$ cat src/rtl/cdb_arbiter_pkg.sv
// rtl/cdb_arbiter_pkg.sv - shared CDB tag/address/word types and requester indices
// Build option: CDB_FLUSH_EN (consumed by cdb_arbiter) adds the flush port.
// Contents: UNLOCKED tag value, regtag_t/regaddr_t/word_t, CDB_SRC_* indices.
package cdb_arbiter_pkg;

  localparam int REGTAG_W  = 4;
  localparam int REGADDR_W = 5;
  localparam int WORD_W    = 32;

  typedef logic [REGTAG_W-1:0]  regtag_t;
  typedef logic [REGADDR_W-1:0] regaddr_t;
  typedef logic [WORD_W-1:0]    word_t;

  // Tag 0 marks a result that nobody is waiting on.
  localparam regtag_t UNLOCKED = '0;

  localparam int CDB_SRC_ALU0   = 0;
  localparam int CDB_SRC_ALU1   = 1;
  localparam int CDB_SRC_BRANCH = 2;
  localparam int CDB_SRC_LS     = 3;

endpackage

$ cat src/rtl/cdb_arbiter_rr_picker.sv
// rtl/cdb_arbiter_rr_picker.sv - combinational rotating-priority picker
// Ports:
//   req_i   N-bit request vector
//   ptr_i   index searched first; search wraps ptr..N-1, 0..ptr-1
//   grant_o one-hot grant (zero when no request)
//   idx_o   encoded index of the grant
//   any_o   high when some request is granted
module rr_picker #(
  parameter int N  = 4,
  parameter int IW = 2
) (
  input  logic [N-1:0]  req_i,
  input  logic [IW-1:0] ptr_i,
  output logic [N-1:0]  grant_o,
  output logic [IW-1:0] idx_o,
  output logic          any_o
);

  logic [IW:0]   sum;
  logic [IW-1:0] pos;

  always_comb begin
    grant_o = '0;
    idx_o   = '0;
    any_o   = 1'b0;
    sum     = '0;
    pos     = '0;
    for (int k = 0; k < N; k++) begin
      // One extra bit keeps ptr+k exact before wrapping, so N need not be a power of two.
      sum = {1'b0, ptr_i} + (IW+1)'(k);
      if (sum >= (IW+1)'(N)) sum = sum - (IW+1)'(N);
      pos = sum[IW-1:0];
      if (!any_o && req_i[pos]) begin
        any_o        = 1'b1;
        grant_o[pos] = 1'b1;
        idx_o        = pos;
      end
    end
  end

endmodule

$ cat src/rtl/cdb_arbiter.sv
// rtl/cdb_arbiter.sv - round-robin common data bus arbiter with registered broadcast
// Build option: CDB_FLUSH_EN adds the flush input.
// Ports:
//   clk, rst (sync active-high), rdy (global enable)
//   req_valid/req_tag/req_addr/req_data  per-requester results (slice i = requester i)
//   req_ready                            one-hot combinational grant
//   cdb_valid/cdb_tag/cdb_addr/cdb_data/cdb_src  registered broadcast slot
//   flush (CDB_FLUSH_EN only)            drops the pending grant and rewinds the pointer
module cdb_arbiter
  import cdb_arbiter_pkg::*;
#(
  parameter int REQ_CNT = 4,
  parameter int TAG_W   = 4,
  parameter int ADDR_W  = 5,
  parameter int DATA_W  = 32
) (
  input  logic                         clk,
  input  logic                         rst,
  input  logic                         rdy,
  input  logic [REQ_CNT-1:0]           req_valid,
  input  logic [REQ_CNT*TAG_W-1:0]     req_tag,
  input  logic [REQ_CNT*ADDR_W-1:0]    req_addr,
  input  logic [REQ_CNT*DATA_W-1:0]    req_data,
  output logic [REQ_CNT-1:0]           req_ready,
`ifdef CDB_FLUSH_EN
  input  logic                         flush,
`endif
  output logic                         cdb_valid,
  output logic [TAG_W-1:0]             cdb_tag,
  output logic [ADDR_W-1:0]            cdb_addr,
  output logic [DATA_W-1:0]            cdb_data,
  output logic [$clog2(REQ_CNT)-1:0]   cdb_src
);

  localparam int SRC_W = $clog2(REQ_CNT);

  logic [SRC_W-1:0]  ptr_q, ptr_d;
  logic [REQ_CNT-1:0] grant;
  logic [SRC_W-1:0]  grant_idx;
  logic              grant_any;
  logic              gate;
  logic [TAG_W-1:0]  sel_tag;
  logic [ADDR_W-1:0] sel_addr;
  logic [DATA_W-1:0] sel_data;

  logic              cdb_valid_q;
  logic [TAG_W-1:0]  cdb_tag_q;
  logic [ADDR_W-1:0] cdb_addr_q;
  logic [DATA_W-1:0] cdb_data_q;
  logic [SRC_W-1:0]  cdb_src_q;

  rr_picker #(.N(REQ_CNT), .IW(SRC_W)) u_picker (
    .req_i   (req_valid),
    .ptr_i   (ptr_q),
    .grant_o (grant),
    .idx_o   (grant_idx),
    .any_o   (grant_any)
  );

  // A transfer can only happen when the picker result is allowed onto req_ready.
`ifdef CDB_FLUSH_EN
  assign gate = !rst && rdy && !flush;
`else
  assign gate = !rst && rdy;
`endif

  assign req_ready = gate ? grant : '0;

  always_comb begin
    sel_tag  = '0;
    sel_addr = '0;
    sel_data = '0;
    for (int i = 0; i < REQ_CNT; i++) begin
      if (grant[i]) begin
        sel_tag  = req_tag[i*TAG_W +: TAG_W];
        sel_addr = req_addr[i*ADDR_W +: ADDR_W];
        sel_data = req_data[i*DATA_W +: DATA_W];
      end
    end
  end

  assign ptr_d = (grant_idx == SRC_W'(REQ_CNT-1)) ? '0 : grant_idx + 1'b1;

  always_ff @(posedge clk) begin
    if (rst) begin
      ptr_q       <= '0;
      cdb_valid_q <= 1'b0;
      cdb_tag_q   <= TAG_W'(UNLOCKED);
      cdb_addr_q  <= '0;
      cdb_data_q  <= '0;
      cdb_src_q   <= '0;
    end
`ifdef CDB_FLUSH_EN
    else if (flush) begin
      ptr_q       <= '0;
      cdb_valid_q <= 1'b0;
    end
`endif
    else if (rdy) begin
      if (grant_any) begin
        ptr_q <= ptr_d;
        // Unlocked results are consumed silently; the payload registers keep the last broadcast.
        if (sel_tag != TAG_W'(UNLOCKED)) begin
          cdb_valid_q <= 1'b1;
          cdb_tag_q   <= sel_tag;
          cdb_addr_q  <= sel_addr;
          cdb_data_q  <= sel_data;
          cdb_src_q   <= grant_idx;
        end else begin
          cdb_valid_q <= 1'b0;
        end
      end else begin
        cdb_valid_q <= 1'b0;
      end
    end
  end

  assign cdb_valid = cdb_valid_q;
  assign cdb_tag   = cdb_tag_q;
  assign cdb_addr  = cdb_addr_q;
  assign cdb_data  = cdb_data_q;
  assign cdb_src   = cdb_src_q;

endmodule

$ cat config.mk
export PLATFORM = sky130hd
export DESIGN_NAME = cdb_arbiter
export DESIGN_NICKNAME = d
export VERILOG_FILES = /design/src/rtl/cdb_arbiter_pkg.sv /design/src/rtl/cdb_arbiter_rr_picker.sv /design/src/rtl/cdb_arbiter.sv
export SDC_FILE = /design/constraint.sdc
export NUM_CORES = 1
export LEC_CHECK = 0
export CORE_ASPECT_RATIO = 1.5
export CORE_MARGIN = 2
export CORE_UTILIZATION = 36
export CTS_BUF_LIST = sky130_fd_sc_hd__clkbuf_4
export DETAILED_ROUTE_END_ITERATION = 7
export GPL_ROUTABILITY_DRIVEN = 0
export GPL_TIMING_DRIVEN = 0
export PLACE_DENSITY = 0.85
export SETUP_SLACK_MARGIN = 0.05
export SYNTH_ARGS = -nofsm -noshare
export SYNTH_HDL_FRONTEND = slang
export SYNTH_SLANG_ARGS = --single-unit
$ cat constraint.sdc
create_clock -name clk -period 4.2 [get_ports clk]
set_input_delay 1.05 -clock clk [delete_from_list [all_inputs] [get_ports clk]]
set_output_delay 1.05 -clock clk [all_outputs]
set_load 0.01 [all_outputs]
==> results.sh, run 1 <==
export IMPL_status="complete, no violations"
export IMPL_seqPwrFrac_pct=18.8
export IMPL_setup_viol=0
export IMPL_cts_hold_buf=0
export IMPL_grt_start_max_net_pins=16
export IMPL_synth_edf_count=0
export IMPL_yosysTopAreaCell="dfxtp_1"
export IMPL_portBuffers=214
export IMPL_worstPathRequired_ps=3150
export IMPL_dieArea_mm2=0.0117
export IMPL_netlist_area_leader_share_pct=23.7
export IMPL_final_nets=918
export IMPL_synth_area_leaders="dfxtp_1, mux2_4, a21oi_1"
export IMPL_grt_usage_pct=26.4
export IMPL_htree_levels=2
export IMPL_top_level_ports=219
export IMPL_finalPower_w=0.00350
export IMPL_swShare_pct=43.1
export IMPL_ctsLongestPathBuffers=2
export IMPL_postLayoutCellArea_mm2=0.00659
export IMPL_synth_cell_area_mm2=0.00389
export IMPL_clk_pin_slew_ps=140
export IMPL_skew_ps=13.7
export IMPL_synth_top_flop_cell="dfxtp_1"
export IMPL_hpwl_mm=12.2
export IMPL_cts_root_buf="clkbuf_4"
export IMPL_slew_viol_final=0
export IMPL_drt_iter0_markers=295
export IMPL_worst_setup_path_end_kind="output pin"
export IMPL_synthArstFlopShare_pct=0
export IMPL_postSynthCellCount=504
export IMPL_p_sw_w=0.00151
export IMPL_avgSynthCellArea_um2=7.73
export IMPL_antenna_left=0
export IMPL_placed_area_mm2=0.00622
export IMPL_routedWlPerCell_um=18.3
export IMPL_insertion_delay_ps=390
export IMPL_grt_pass1_vias=4893
export IMPL_finalCriticalPeriod_ps=4140
export IMPL_antenna_found_initial=1
export IMPL_core_area_mm2=0.0105
export IMPL_rsz0062_at_grt="yes"
export IMPL_max_freq_mhz=242
export IMPL_ys_seq_area_share_pct=23.7
export IMPL_clkPwrFrac_pct=8.3
export IMPL_wirelength_mm=16.2
export IMPL_die_width_um=88.9
export IMPL_dr_total_vias=4866
export IMPL_power_internal_w=0.00199
export IMPL_drive_gt1_share_pct=13.2
export IMPL_grt_pass1_wl_mm=24.2
export IMPL_holdWs_ps=487
export IMPL_die_h_um=131
export IMPL_synth_nets=682
export IMPL_cp_start_kind="input port"
export IMPL_dr_pass1_iters=5
export IMPL_synthTopCellsByCount="a21oi_1, nor2_1, dfxtp_1, nand2_1, nand3_1"
export IMPL_clock_sinks=46
export IMPL_cts_tree="done"
export IMPL_rows=46
export IMPL_nFillCells=891
export IMPL_ys_ff_latch=46
export IMPL_peakVddDrop_mv=0.268
export IMPL_worstSetupPathType="input port to output pin"
export IMPL_placed_cells=862
export IMPL_final_hold_violation_count=0
export IMPL_final_cells=886
export IMPL_drc=0
export IMPL_final_period_utilization_pct=98.6
export IMPL_reg2regPathDepth=15
export IMPL_grt_ovfl_total=0
export IMPL_combPwrFrac_pct=72.8
export IMPL_hold_path_class="flop to flop"
export IMPL_tightest_slew_ps=733
export IMPL_start_util_pct=37.0
export IMPL_critPathArrivalTime_ps=3090
export IMPL_via_per_inst=5.49
export IMPL_ys_types=43
export IMPL_holdPathStages=2
export IMPL_critPathMaxFanout=11
export IMPL_power_density_mw_per_mm2=532
export IMPL_max_slew_margin_pct=51.2
export IMPL_yosys_warnings=0
export IMPL_synthToLayoutAreaGrowth_pct=69.2
export IMPL_numCtsBuffers=5
export IMPL_leakage_nw=2.65
export IMPL_yosysMostFrequentCell="a21oi_1"
export IMPL_maxCapViolations=0
final cells by class:
type / count / area, µm² / area share (%)
clock buffers: 5 / 37.5 / 0.570
multi-input cells: 399 / 2760 / 41.9
clock inverters: 3 / 43.8 / 0.665
diodes: 1 / 2.50 / 0.0380
well taps: 144 / 180 / 2.74
repair buffers: 234 / 2290 / 34.8
plain buffers: 43 / 293 / 4.45
inverters: 11 / 48.8 / 0.741
flip-flops and latches: 46 / 928 / 14.1
logic make-up (layout without fill, tap and decap cells):
group	count (synthesis)	in the layout	share of synthesized area, %
AOI/OAI and AO/OA	146	146	25.8
adders and majority gates	7	7	2.25
and+or+nand+nor	199	199	24.6
buffers and inverters	59	296	6.91
muxes	45	45	16.3
DFF	46	46	23.7
xor gates and xnor gates	2	2	0.450
other	0	1	0
metrics by stage:
step / util [%] / setup WS (ps) / TNS (ps)
floorplan: - / 48.9 / 0
global placement: 59.1 / -1210 / -30480
detailed placement: 59.1 / -1370 / -35580
CTS: 62.3 / -8.07 / -13.1
global route: 62.5 / -37.0 / -37.0
finish: 62.5 / 60.8 / 0
power by group through the flow:
stage                     Combinational [W]  Clock, W  Sequential [W]
after floorplan                     0.00140         0        0.000715
after global placement              0.00225         0        0.000660
after detailed placement            0.00230         0        0.000663
after CTS                           0.00251  0.000300        0.000657
after global routing                0.00273  0.000315        0.000671
final                               0.00255  0.000292        0.000659
state kept, by name (all words and copies together) (netlist names), named ones only:
name,cells
ptr_q,1
cdb_addr,5
cdb_tag,4
cdb_valid,1
cdb_data,32
cdb_src,2
cells in the final DEF (no fill, tap or decap), types with 6 or more instances in the layout:
| master | Yosys | layout |
|---|---|---|
| clkbuf_4 | 0 | 6 |
| a21oi_1 | 76 | 76 |
| nor2_1 | 48 | 48 |
| dfxtp_1 | 46 | 44 |
| ha_1 | 7 | 6 |
| nand2_1 | 46 | 46 |
| mux2_4 | 30 | 30 |
| a211o_1 | 37 | 37 |
| inv_1 | 11 | 9 |
| nor2b_1 | 42 | 41 |
| nand3_1 | 43 | 42 |
| buf_1 | 7 | 6 |
| buf_4 | 0 | 20 |
| clkdlybuf4s50_1 | 0 | 209 |
| clkbuf_1 | 33 | 24 |
| buf_6 | 6 | 6 |
| a211oi_1 | 6 | 6 |
repair_timing:
action	CTS	global route
gates resized for setup	56	9
setup buffers	15	5
cloned	0	0
pin swaps	6	5
setup endpoints to repair	48	4
critical path, stage by stage:
cell and delay, ps:
buf_4 140, mux4_2 540, buf_6 150, a221o_1 320
a22o_4 280, clkbuf_16 180, clkbuf_16 160, nor2b_1 120
buf_2 130
routing by layer:
| metal | track usage, % | share of wire, % | wire length [µm] |
|---|---|---|---|
| met5 | 0 | 0 | 0 |
| met4 | 11.5 | 4.2 | 689 |
| met3 | 5.09 | 7.4 | 1190 |
| met2 | 48.4 | 51 | 8360 |
| met1 | 28.0 | 37 | 5990 |
path summary, 6_finish.rpt:
kind	from	end	slack, ps
max	req_valid[2]	req_ready[3]	60
min	cdb_valid	cdb_valid	490
max reg2reg	flop	cdb_data[13]	350
min reg2reg	cdb_valid	cdb_valid	490
(Power assumes the default switching activity.)
==> run 2: changes to the inputs <==
--- a/config.mk
+++ b/config.mk
@@ -7,12 +7,13 @@
 export LEC_CHECK = 0
 export CORE_ASPECT_RATIO = 1.5
 export CORE_MARGIN = 2
-export CORE_UTILIZATION = 36
+export CORE_UTILIZATION = 50
 export CTS_BUF_LIST = sky130_fd_sc_hd__clkbuf_4
 export DETAILED_ROUTE_END_ITERATION = 7
+export DONT_BUFFER_PORTS = 1
 export GPL_ROUTABILITY_DRIVEN = 0
-export GPL_TIMING_DRIVEN = 0
-export PLACE_DENSITY = 0.85
+export GPL_TIMING_DRIVEN = 1
+export PLACE_DENSITY = 0.74
 export SETUP_SLACK_MARGIN = 0.05
 export SYNTH_ARGS = -nofsm -noshare
 export SYNTH_HDL_FRONTEND = slang
==> results.sh, run 2 (same netlist as run 1, synthesis figures left out) <==
export IMPL_power_internal_w=0.00147
export IMPL_rows=39
export IMPL_insertion_delay_ps=360
export IMPL_finalPower_w=0.00276
export IMPL_dr_total_vias=3755
export IMPL_start_util_pct=51.5
export IMPL_hold_path_class="flop to flop"
export IMPL_worst_setup_path_end_kind="output pin"
export IMPL_grt_pass1_wl_mm=17.9
export IMPL_critical_path_max_stage_delay_ps=430
export IMPL_finalCriticalPeriod_ps=3960
export IMPL_grt_usage_pct=25.8
export IMPL_critPathMaxFanout=18
export IMPL_skew_ps=13.1
export IMPL_status="complete, no violations"
export IMPL_leakage_nw=1.69
export IMPL_cp_start_kind="flop"
export IMPL_worstSetupPathType="flop to output pin"
export IMPL_swShare_pct=46.8
export IMPL_max_slew_margin_pct=58.5
export IMPL_via_per_inst=6.33
export IMPL_portBuffers=0
export IMPL_cp_cell_sequence="inv_2, ha_2, or3b_1, a2111o_1, nand3_1, buf_4, a22oi_2, buf_4, nor2_1"
export IMPL_p_sw_w=0.00129
export IMPL_maxCapViolations=0
export IMPL_drt_iter0_markers=151
export IMPL_largest_reg_flops=32
export IMPL_dr_pass1_iters=4
export IMPL_nFillCells=743
export IMPL_final_cell_mix="a21oi_1, nor2_1, nand2_1, dfxtp_1"
export IMPL_numCtsBuffers=5
export IMPL_final_period_utilization_pct=94.3
export IMPL_antenna_found_initial=1
export IMPL_htree_levels=2
export IMPL_slew_viol_final=0
export IMPL_slowest_stage="a2111o_1"
export IMPL_grt_ovfl_total=0
export IMPL_crit_path_frequent_cell="buf_4"
export IMPL_core_area_mm2=0.00756
export IMPL_postLayoutCellArea_mm2=0.00408
export IMPL_clk_pin_slew_ps=160
export IMPL_placed_area_mm2=0.00400
export IMPL_die_h_um=112
export IMPL_setup_viol=0
export IMPL_antenna_left=0
export IMPL_max_freq_mhz=253
export IMPL_cts_tree="done"
export IMPL_drive_gt1_share_pct=16.7
export IMPL_cts_root_buf="clkbuf_4"
export IMPL_rsz0062_at_grt="no"
export IMPL_final_nets=667
export IMPL_final_hold_violation_count=0
export IMPL_final_cells=593
export IMPL_routedWlPerCell_um=19.3
export IMPL_final_core_util_pct=53.9
export IMPL_seqPwrFrac_pct=27.1
export IMPL_multi_input_area_mm2=0.00272
export IMPL_power_density_mw_per_mm2=676
export IMPL_placed_cells=583
export IMPL_synthToLayoutAreaGrowth_pct=4.69
export IMPL_die_width_um=76.1
export IMPL_worstPathRequired_ps=3150
export IMPL_clkPwrFrac_pct=7.9
export IMPL_grt_start_max_net_pins=81
export IMPL_top_level_ports=219
export IMPL_peakVddDrop_mv=0.401
export IMPL_regArea_um2=921
export IMPL_drc=0
export IMPL_hpwl_mm=8.54
export IMPL_final_common_cell="a21oi_1"
export IMPL_critPathArrivalTime_ps=2910
export IMPL_tightest_slew_ps=623
export IMPL_fin_setup_tns_ps=0
export IMPL_dieArea_mm2=0.00852
export IMPL_grt_pass1_vias=3572
export IMPL_wirelength_mm=11.4
export IMPL_ctsLongestPathBuffers=2
export IMPL_clock_sinks=46
export IMPL_combPwrFrac_pct=65.1
-- run 2: cell types whose count changed in the layout (fill, tap and decap cells not counted), sizes merged --
cell	previous run	this run
bufinv	1	0
clkinvlp	2	1
clkinv	1	2
dlygate4sd2	1	0
buf	38	26
inv	10	11
clkdlybuf4s50	209	0
clkbuf	34	5
-- run 2: worst paths after layout --
check,startpoint,to,slack [ps],depth (start not counted)
setup reg to reg,flop,cdb_data[0],370,13
setup / recovery,flop,req_ready[2],240,9
hold reg to reg,cdb_valid,cdb_valid,540,2
hold / removal,cdb_valid,cdb_valid,540,2
-- run 2: cell type report --
cell class                 count  area share, %
clock buffer                   5          0.921
antenna                        1         0.0614
timing repair buffer          26           5.10
multi-input combinational    399           66.7
sequential                    46           22.6
tap                          102           3.13
clock inverter                 3          0.522
inverter                      11           1.01
-- run 2: stage by stage --
step                      hold slack, ps  setup slack [ps]
after floorplan                      481              48.9
after global placement               506               151
after detailed placement             511              51.8
after CTS                            536              99.7
after global routing                 570              50.9
final                                536               241
-- run 2: timing repair --
| action | CTS | global route |
|---|---|---|
| setup buffers | 1 | 0 |
| pin swaps | 1 | 0 |
| resized for setup | 1 | 3 |
| hold buffers | 0 | 0 |
| setup endpoints to repair | 1 | 20 |
| gates cloned | 0 | 0 |
-- run 2: critical path: cells and delay by family, from the launching register on --
family / cells / cell delay [ps]
adder cells (fa/ha/maj): 1 / 340
AND/OR/NAND/NOR: 3 / 750
flip-flops: 1 / 350
buffers and inverters: 3 / 530
AO/OA/AOI/OAI: 2 / 580
-- run 2: power groups by stage --
stage               Sequential [W]  Clock (W)  Combinational (W)
finish                    0.000745   0.000217            0.00179
CTS                       0.000747   0.000233            0.00178
floorplan                 0.000715          0            0.00140
global placement          0.000756          0            0.00171
global route              0.000760   0.000245            0.00197
detailed placement        0.000754          0            0.00177
-- run 2: per-layer routing --
metal	vias up	track usage [%]	share of wire (%)
li1	1775	-	-
met3	22	5.71	7.5
met1	1760	29.4	39
met4	0	10.4	2.5
met2	198	46.4	51
met5	-	0	0
==> run 3: changes to the inputs <==
--- a/config.mk
+++ b/config.mk
@@ -9,6 +9,7 @@
 export CORE_MARGIN = 2
 export CORE_UTILIZATION = 50
 export CTS_BUF_LIST = sky130_fd_sc_hd__clkbuf_4
+export CTS_CLUSTER_SIZE = 16
 export DETAILED_ROUTE_END_ITERATION = 7
 export DONT_BUFFER_PORTS = 1
 export GPL_ROUTABILITY_DRIVEN = 0
==> results of run 3 <==
Final layout, timing and power as in run 2 (identical DEF).
